`config.mk`:
```
export PLATFORM = sky130hd
export DESIGN_NAME = mem_cmd_seq
export DESIGN_NICKNAME = d
export VERILOG_FILES = /design/src/rtl/mem_cmd_seq.sv
export SDC_FILE = /design/constraint.sdc
export NUM_CORES = 1
export LEC_CHECK = 0
export CAP_MARGIN = 20
export CORE_MARGIN = 3
export CORE_UTILIZATION = 42
export DETAILED_ROUTE_END_ITERATION = 8
export GPL_TIMING_DRIVEN = 0
export PLACE_DENSITY = 0.84
export REMOVE_ABC_BUFFERS = 1
export SYNTH_ARGS = -nofsm -noshare
export SYNTH_HDL_FRONTEND = slang
export SYNTH_SLANG_ARGS = --single-unit
```
`constraint.sdc`:
```
create_clock -name clk -period 1.8 [get_ports clk]
set_input_delay 0.36 -clock clk [delete_from_list [all_inputs] [get_ports clk]]
set_output_delay 0.36 -clock clk [all_outputs]
set_load 0.01 [all_outputs]
```
`src/rtl/mem_cmd_seq.sv`:
```
// Byte-stream command sequencer feeding a small DFF memory: decodes write/read commands,
// strobes the memory and returns read data on a valid/ready stream. Option: MEM_CMD_SEQ_WRITE_ACK_EN.
module mem_cmd_seq #(
    parameter int ADDR_BITS   = 4,
    parameter int TIMEOUT_CYC = 255
) (
    input  logic                 clk,
    input  logic                 rst,
    input  logic [7:0]           in_data,
    input  logic                 in_valid,
    output logic                 in_ready,
    output logic [7:0]           out_data,
    output logic                 out_valid,
    input  logic                 out_ready,
    output logic [ADDR_BITS-1:0] mem_addr,
    output logic                 mem_wr_en,
    output logic                 mem_r_en,
    output logic [7:0]           mem_wdata,
    input  logic [7:0]           mem_rdata,
    output logic                 busy,
    output logic                 err
);

    localparam int CNT_W = (TIMEOUT_CYC > 0) ? $clog2(TIMEOUT_CYC + 1) : 1;
    localparam logic [CNT_W-1:0] TMO_LAST = CNT_W'((TIMEOUT_CYC > 0) ? TIMEOUT_CYC - 1 : 0);

    typedef enum logic [2:0] {
        IDLE,
        GET_DATA,
        WRITE,
        READ,
        WAIT_RD,
        RESP
    } state_t;

    state_t           state;
    logic [CNT_W-1:0] tmo_cnt;
    logic             accept;

    // Strobes are gated with rst so a reset edge can never coincide with a memory access.
    assign in_ready  = !rst && ((state == IDLE) || (state == GET_DATA));
    assign mem_wr_en = !rst && (state == WRITE);
    assign mem_r_en  = !rst && (state == READ);
    assign out_valid = (state == RESP);
    assign busy      = (state != IDLE);
    assign accept    = in_valid && in_ready;

    always_ff @(posedge clk) begin
        if (rst) begin
            state     <= IDLE;
            mem_addr  <= '0;
            mem_wdata <= '0;
            out_data  <= '0;
            err       <= 1'b0;
            tmo_cnt   <= '0;
        end else begin
            err <= 1'b0;
            case (state)
                IDLE: begin
                    if (accept) begin
                        case (in_data[7:6])
                            2'b10: begin
                                mem_addr <= in_data[ADDR_BITS-1:0];
                                tmo_cnt  <= '0;
                                state    <= GET_DATA;
                            end
                            2'b01: begin
                                mem_addr <= in_data[ADDR_BITS-1:0];
                                state    <= READ;
                            end
                            default: err <= 1'b1;
                        endcase
                    end
                end
                GET_DATA: begin
                    if (accept) begin
                        mem_wdata <= in_data;
                        state     <= WRITE;
                    end else if ((TIMEOUT_CYC != 0) && (tmo_cnt == TMO_LAST)) begin
                        err   <= 1'b1;
                        state <= IDLE;
                    end else if (tmo_cnt != {CNT_W{1'b1}}) begin
                        tmo_cnt <= tmo_cnt + 1'b1;
                    end
                end
                WRITE: begin
`ifdef MEM_CMD_SEQ_WRITE_ACK_EN
                    out_data <= 8'hA0 | 8'(mem_addr);
                    state    <= RESP;
`else
                    state    <= IDLE;
`endif
                end
                READ: begin
                    state <= WAIT_RD;
                end
                WAIT_RD: begin
                    // The memory registers its read data on the READ edge, so it is valid here.
                    out_data <= mem_rdata;
                    state    <= RESP;
                end
                RESP: begin
                    if (out_ready) state <= IDLE;
                end
                default: state <= IDLE;
            endcase
        end
    end

endmodule

```
==> results of run 1 <==
==> report_power, final <==
part / total (W) / switching (W) / internal [W]
Sequential: 0.000731 / 0.0000149 / 0.000717
Clock: 0.000531 / 0.000240 / 0.000291
Combinational: 0.000171 / 0.0000787 / 0.0000926
Total: 0.00143 / 0.000334 / 0.00110
==> state kept, by name, indices dropped and copies added (netlist names) <==
signal,flops
err,1
mem_addr,4
state,3
tmo_cnt,8
out_data,8
mem_wdata,8
==> worst min path at each step <==
stage | slack [ns] | endpoint | cells past startpoint
floorplan | 0.43 | state[2]$_SDFFE_PP0P_ | 1
global placement | 0.47 | mem_wdata[6]$_SDFFE_PP0P_ | 2
detailed placement | 0.48 | tmo_cnt[7]$_SDFFE_PP0P_ | 2
CTS | 0.35 | mem_addr[1]$_SDFFE_PP0P_ | 2
global route | 0.34 | out_data[4]$_SDFFE_PP0P_ | 2
finish | 0.34 | out_data[4]$_SDFFE_PP0P_ | 2
==> area by class of cell <==
class	instances	area, µm²	area share (%)
inverter	7	26.3	1.22
tap	46	57.6	2.67
clock buffer	6	41.3	1.91
sequential	32	656	30.4
clock inverter	2	35.0	1.62
timing repair buffer	49	468	21.7
multi-input combinational	121	875	40.5
==> kinds of logic after synthesis <==
| group | count (synthesis) | synth area share [%] |
|---|---|---|
| buffers and inverters | 19 | 5.46 |
| adders and majority gates | 4 | 3.26 |
| and+or+nand+nor | 68 | 23.8 |
| AOI/OAI and AO/OA | 30 | 13.2 |
| DFF | 32 | 41.8 |
| muxes | 19 | 12.5 |
==> stage by stage <==
stage / cells / power, W / utilization [%]
6_report: 263 / 0.00143 / 63.2
5_1_grt: 263 / 0.00150 / 63.2
4_1_cts: 261 / 0.00144 / 62.3
3_5_place_dp: 253 / 0.000911 / 58.8
3_3_place_gp: 251 / 0.000905 / 58.1
2_1_floorplan: 160 / 0.000812 / -
==> metal layers <==
layer	share of wire, %	routed length (µm)	track usage [%]	vias to the layer above
met3	5.4	205	3.74	9
met2	50	1910	29.0	53
li1	-	-	-	705
met1	42	1600	22.4	676
met4	1.8	70	5.58	0
met5	0	0	0	-
==> repair_timing <==
action,CTS,global route
cloned,0,0
setup buffers,0,2
setup endpoints to repair,31,9
pin swaps,0,3
resized for setup,33,9
==> cell usage in the layout, fill, tap and decap left out, types with 4 or more instances in the layout <==
| master | n |
|---|---|
| o21ai_0 | 4 |
| buf_4 | 4 |
| mux2i_1 | 18 |
| a21oi_1 | 7 |
| nand2b_1 | 4 |
| clkdlybuf4s50_1 | 36 |
| dlygate4sd2_1 | 6 |
| nand3_1 | 6 |
| or3_1 | 4 |
| inv_1 | 6 |
| nand2_1 | 4 |
| dfxtp_4 | 4 |
| nor2_1 | 26 |
| nor3_1 | 5 |
| clkbuf_4 | 5 |
| dfxtp_1 | 28 |
==> worst register-to-register path, delay by kind of cell (launching register included) <==
kind	cells	cell delay [ns]
buffers and inverters	1	0.15
flip-flops	1	0.41
AO/OA/AOI/OAI	2	0.27
AND/OR/NAND/NOR	2	0.82
==> results.py, run 1 <==
metrics = {
    "placed_design": {
        "numPortBuffers": 45,
        "dpl_cell_area_mm2": 0.00201,
        "dp_hpwl_um": 2640,
        "place.gp.congestion": 0.889,
        "dp_slack_ns": -1.12,
    },
    "synth": {
        "ys_ff_latch": 32,
        "async_flop_share_pct": 0,
        "netlist.area_leader.share_pct": 41.8,
        "synth_area_mm2": 0.00153,
        "postSynthCellCount": 172,
        "ys_seq_area_share_pct": 41.8,
        "synth.area.top_cells": "dfxtp_1 (42%), mux2i_1 (12%), nor2_1 (6.4%)",
        "ys.flop_type": "dfxtp_1",
        "synth_top_area_cell": "dfxtp_1",
        "yosys_warnings": 0,
        "yosysMostFrequentCell": "dfxtp_1",
        "ys_types": 39,
        "syn_avg_cell_area_um2": 8.92,
        "synth_edf_count": 0,
        "synth_common_cells": "dfxtp_1 (32), nor2_1 (26), mux2i_1 (18), a21oi_1 (8), inv_1 (7)",
    },
    "global_routing": {
        "grt_remaining_overflow": 0,
        "antenna_found_initial": 0,
        "grt_start_max_net_pins": 20,
        "grt_usage_pct": 17.5,
        "grt_pass1_wl_um": 6040,
        "grt_pass1_vias": 1361,
    },
    "setup_path": {
        "arrival_ns": 1.99,
        "cpPeakStageDelay_ns": 0.52,
        "rrSetupSlack_ns": 0.06,
        "cp-start-kind": "flop",
        "worstSetupStartpoint": "state[0]$_SDFFE_PP0P_",
        "critPathRequiredTime_ns": 2.05,
        "critPathBufInv": 1,
        "rr_worst_depth": 5,
        "endpoint": "tmo_cnt[7]$_SDFFE_PP0P_",
        "crit_cells": 5,
        "path_cells": "buf_4 -> and4bb_2 -> a21oi_4 -> or4_4 -> a221oi_2",
        "cpMaxStageDelayCell": "or4_4",
        "critical_path_class": "flop to flop",
        "crit_fanout": 11,
        "cp-end-kind": "flop",
        "reg2reg_from": "state[0]$_SDFFE_PP0P_",
        "r2r_end": "tmo_cnt[7]$_SDFFE_PP0P_",
        "crit_family": "simple AND/OR/NAND/NOR gates",
    },
    "sta": {
        "setup_viol": 0,
        "relSlewSlack_pct": 66.7,
        "clock_skew_ns": 0.0113,
        "tightest_slew_ns": 0.497,
        "timing.fmax_mhz": 575,
        "layout_setup_ws_ns": 0.0598,
        "fin_crit_ns": 1.74,
        "finalMaxSlewViolations": 0,
        "rsz0062_at_grt": "yes",
        "worst_hold_slack_ns": 0.341,
        "fin_setup_tns_ns": 0,
        "hold_violations": 0,
        "fin_crit_sh_pct": 96.7,
    },
    "clocking": {
        "path_clk_slew_ns": 0.11,
        "cts_hold_buf": 0,
        "numCtsBuffers": 5,
        "h-tree-depth": 2,
        "cts_tree": "done",
        "cts-root-buf": "clkbuf_4",
        "clock_sinks": 32,
        "insertion_delay_ns": 0.33,
        "cts_buffer_depth": 2,
    },
    "job": {
        "maxCapViolCount": 0,
    },
    "floorplanning": {
        "std_cell_rows": 21,
        "start_util_pct": 44.9,
        "io_pins": 46,
        "die_w_um": 66.4,
        "core_mm2": 0.00342,
        "fp.dieH_um": 66.4,
        "die_area_mm2": 0.00441,
    },
    "pwr": {
        "p_leak_nw": 0.815,
        "powerDensity_mw_per_mm2": 664,
        "ir_drop_mv": 0.537,
    },
    "routing": {
        "wl_per_cell_um": 14.4,
        "via_per_inst": 5.49,
        "vias": 1443,
        "routed_wl_um": 3790,
        "drt_iter0_markers": 104,
        "ant_nets": 0,
        "drc": 0,
        "dr.pass1.iters": 4,
    },
    "cells_and_area": {
        "area.growth.synth_to_final_pct": 40.7,
        "fillers": 290,
        "diodes": 0,
        "finalInstanceArea_mm2": 0.00216,
        "drive_above_1_share_pct": 16.1,
        "nets": 240,
    },
    "hold_path": {
        "worstHoldStart": "rst",
        "min_path_type": "primary input to flop",
    },
    "outcome": {
        "status": "finished clean",
    },
}
Power figures use the tool's default switching activity.
==> run 2, diff against run 1 <==
--- a/config.mk
+++ b/config.mk
@@ -10,5 +10,5 @@
 export CORE_UTILIZATION = 42
 export DETAILED_ROUTE_END_ITERATION = 8
-export GPL_TIMING_DRIVEN = 0
+export GPL_TIMING_DRIVEN = 1
 export PLACE_DENSITY = 0.84
 export REMOVE_ABC_BUFFERS = 1
==> constraint.sdc (replaced) <==
create_clock -name clk -period 1.8 [get_ports clk]
set_input_delay 0.45 -clock clk [delete_from_list [all_inputs] [get_ports clk]]
set_output_delay 0.45 -clock clk [all_outputs]
set_load 0.01 [all_outputs]
==> run 2 against run 1 <==
  * Clock power is 16% higher
  * Worst hold slack better by 0.16 ns
  * Clock skew down 0.0051 ns
  * Sequential share of layout area shrank 2.1 points
  * First-iteration DRC count down 13%
  * Cell area grew 6.7%
==> results.py, run 2 (same netlist as run 1, synthesis figures left out) <==
metrics = {
    "outcome": {
        "status": "finished clean",
    },
    "floorplanning": {
        "start_util_pct": 44.9,
        "die_w_um": 66.4,
        "io_pins": 46,
        "die_area_mm2": 0.00441,
        "core_mm2": 0.00342,
        "fp.dieH_um": 66.4,
        "std_cell_rows": 21,
    },
    "sta": {
        "clock_skew_ns": 0.00615,
        "setup_viol": 0,
        "relSlewSlack_pct": 76.7,
        "finalMaxSlewViolations": 0,
        "tightest_slew_ns": 0.348,
        "fin_crit_sh_pct": 99.9,
        "rsz0062_at_grt": "yes",
        "hold_violations": 0,
        "fin_setup_tns_ns": 0,
        "timing.fmax_mhz": 556,
        "fin_crit_ns": 1.80,
    },
    "routing": {
        "routed_wl_um": 3930,
        "ant_nets": 0,
        "vias": 1517,
        "drc": 0,
        "dr.pass1.iters": 4,
        "via_per_inst": 5.32,
        "drt_iter0_markers": 90,
        "wl_per_cell_um": 13.8,
    },
    "hold_path": {
        "min_path_type": "flop to flop",
        "worstHoldStart": "out_data[4]$_SDFFE_PP0P_",
    },
    "setup_path": {
        "worstSetupStartpoint": "state[2]$_SDFFE_PP0P_",
        "crit_fanout": 8,
        "critPathBufInv": 2,
        "critical_path_class": "flop to primary output",
        "cp-end-kind": "primary output",
        "crit_family": "flip-flops",
        "critPathRequiredTime_ns": 1.35,
        "cp-start-kind": "flop",
        "reg2reg_from": "state[2]$_SDFFE_PP0P_",
        "arrival_ns": 1.35,
        "cpPeakStageDelay_ns": 0.37,
        "path_cells": "buf_4 -> or3_1 -> clkbuf_2",
        "cpMaxStageDelayCell": "dfxtp_4",
    },
    "pwr": {
        "powerDensity_mw_per_mm2": 671,
        "ir_drop_mv": 0.620,
        "p_leak_nw": 0.926,
    },
    "global_routing": {
        "grt_start_max_net_pins": 22,
        "grt_pass1_vias": 1410,
        "antenna_found_initial": 0,
        "grt_remaining_overflow": 0,
        "grt_pass1_wl_um": 6510,
        "grt_usage_pct": 19.0,
    },
    "cells_and_area": {
        "seqCellArea_um2": 651,
        "fillers": 279,
        "nets": 262,
        "layoutNonFillerInstCount": 285,
        "area.growth.synth_to_final_pct": 50.1,
        "multi_input_area_um2": 843,
        "layout_common_cells": "clkdlybuf4s50_1 (36), dfxtp_1 (28), nor2_1 (25), buf_4 (25), mux2i_1 (18)",
        "finalInstanceArea_mm2": 0.00230,
        "diodes": 0,
        "reg_top3": "mem_wdata: 8 flops, out_data: 8 flops, tmo_cnt: 8 flops",
        "layout_commonest_cell": "clkdlybuf4s50_1",
        "drive_above_1_share_pct": 23.4,
    },
    "placed_design": {
        "place.gp.congestion": 0.951,
        "dpl_cell_area_mm2": 0.00218,
        "placed_cells": 277,
        "numPortBuffers": 45,
        "dp_hpwl_um": 2930,
    },
    "clocking": {
        "insertion_delay_ns": 0.33,
        "postCtsSetupBuffers": 0,
        "numCtsBuffers": 5,
        "h-tree-depth": 2,
        "cts_hold_buf": 0,
        "cts_tree": "done",
        "cts_buffer_depth": 2,
        "clock_sinks": 32,
        "path_clk_slew_ns": 0.10,
        "cts-root-buf": "clkbuf_4",
    },
    "job": {
        "maxCapViolCount": 0,
    },
}
==> run 2: repair_timing <==
action | in CTS | in global routing
resized for setup | 22 | 15
cloned | 0 | 0
hold endpoints to repair | 0 | 0
pin swaps | 2 | 2
setup endpoints to repair | 21 | 23
==> run 2: cell type report <==
| type | count | share of cell area (%) |
|---|---|---|
| Multi-Input combinational cell | 121 | 36.6 |
| Sequential cell | 32 | 28.3 |
| Timing Repair Buffer | 71 | 27.3 |
| Clock buffer | 7 | 2.83 |
| Tap cell | 46 | 2.50 |
| Clock inverter | 1 | 1.30 |
| Inverter | 7 | 1.14 |
==> run 2: metal layers <==
| metal | global-route usage [%] | wire length [µm] |
|---|---|---|
| met1 | 26.4 | 1810 |
| met2 | 28.9 | 1890 |
| met3 | 4.42 | 173 |
| met4 | 6.09 | 55 |
| met5 | 0 | 0 |
==> run 2: final timing paths <==
path,endpoint,slack (ns),depth (start not counted)
setup / recovery,busy,0.002,3
hold / removal,out_data[4]$_SDFFE_PP0P_,0.50,2
setup reg to reg,mem_addr[0]$_SDFFE_PP0P_,0.08,4
hold reg to reg,out_data[4]$_SDFFE_PP0P_,0.50,2
==> run 2: worst min-delay path, delay by kind of cell (launching register included) <==
family           cells  cell delay [ns]
flip-flops           1             0.34
multiplexers         1             0.07
AND/OR/NAND/NOR      1             0.07
==> run 2: power breakdown <==
| group | leakage, nW | internal (W) | switching (W) |
|---|---|---|---|
| clock network | 0.0515 | 0.000369 | 0.000249 |
| logic | 0.614 | 0.000113 | 0.0000860 |
| registers | 0.261 | 0.000718 | 0.0000106 |
==> run 2: per-stage QoR <==
step | power (W) | hold slack [ns] | worst slack (ns) | utilization, %
CTS | 0.00156 | 0.506 | -0.147 | 67.3
global route | 0.00161 | 0.518 | -0.0472 | 67.4
finish | 0.00155 | 0.503 | 0.00212 | 67.4
floorplan | 0.000812 | 0.452 | -0.0151 | -
global placement | 0.000940 | 0.470 | -0.446 | 63.8
detailed placement | 0.000943 | 0.486 | -0.519 | 63.8
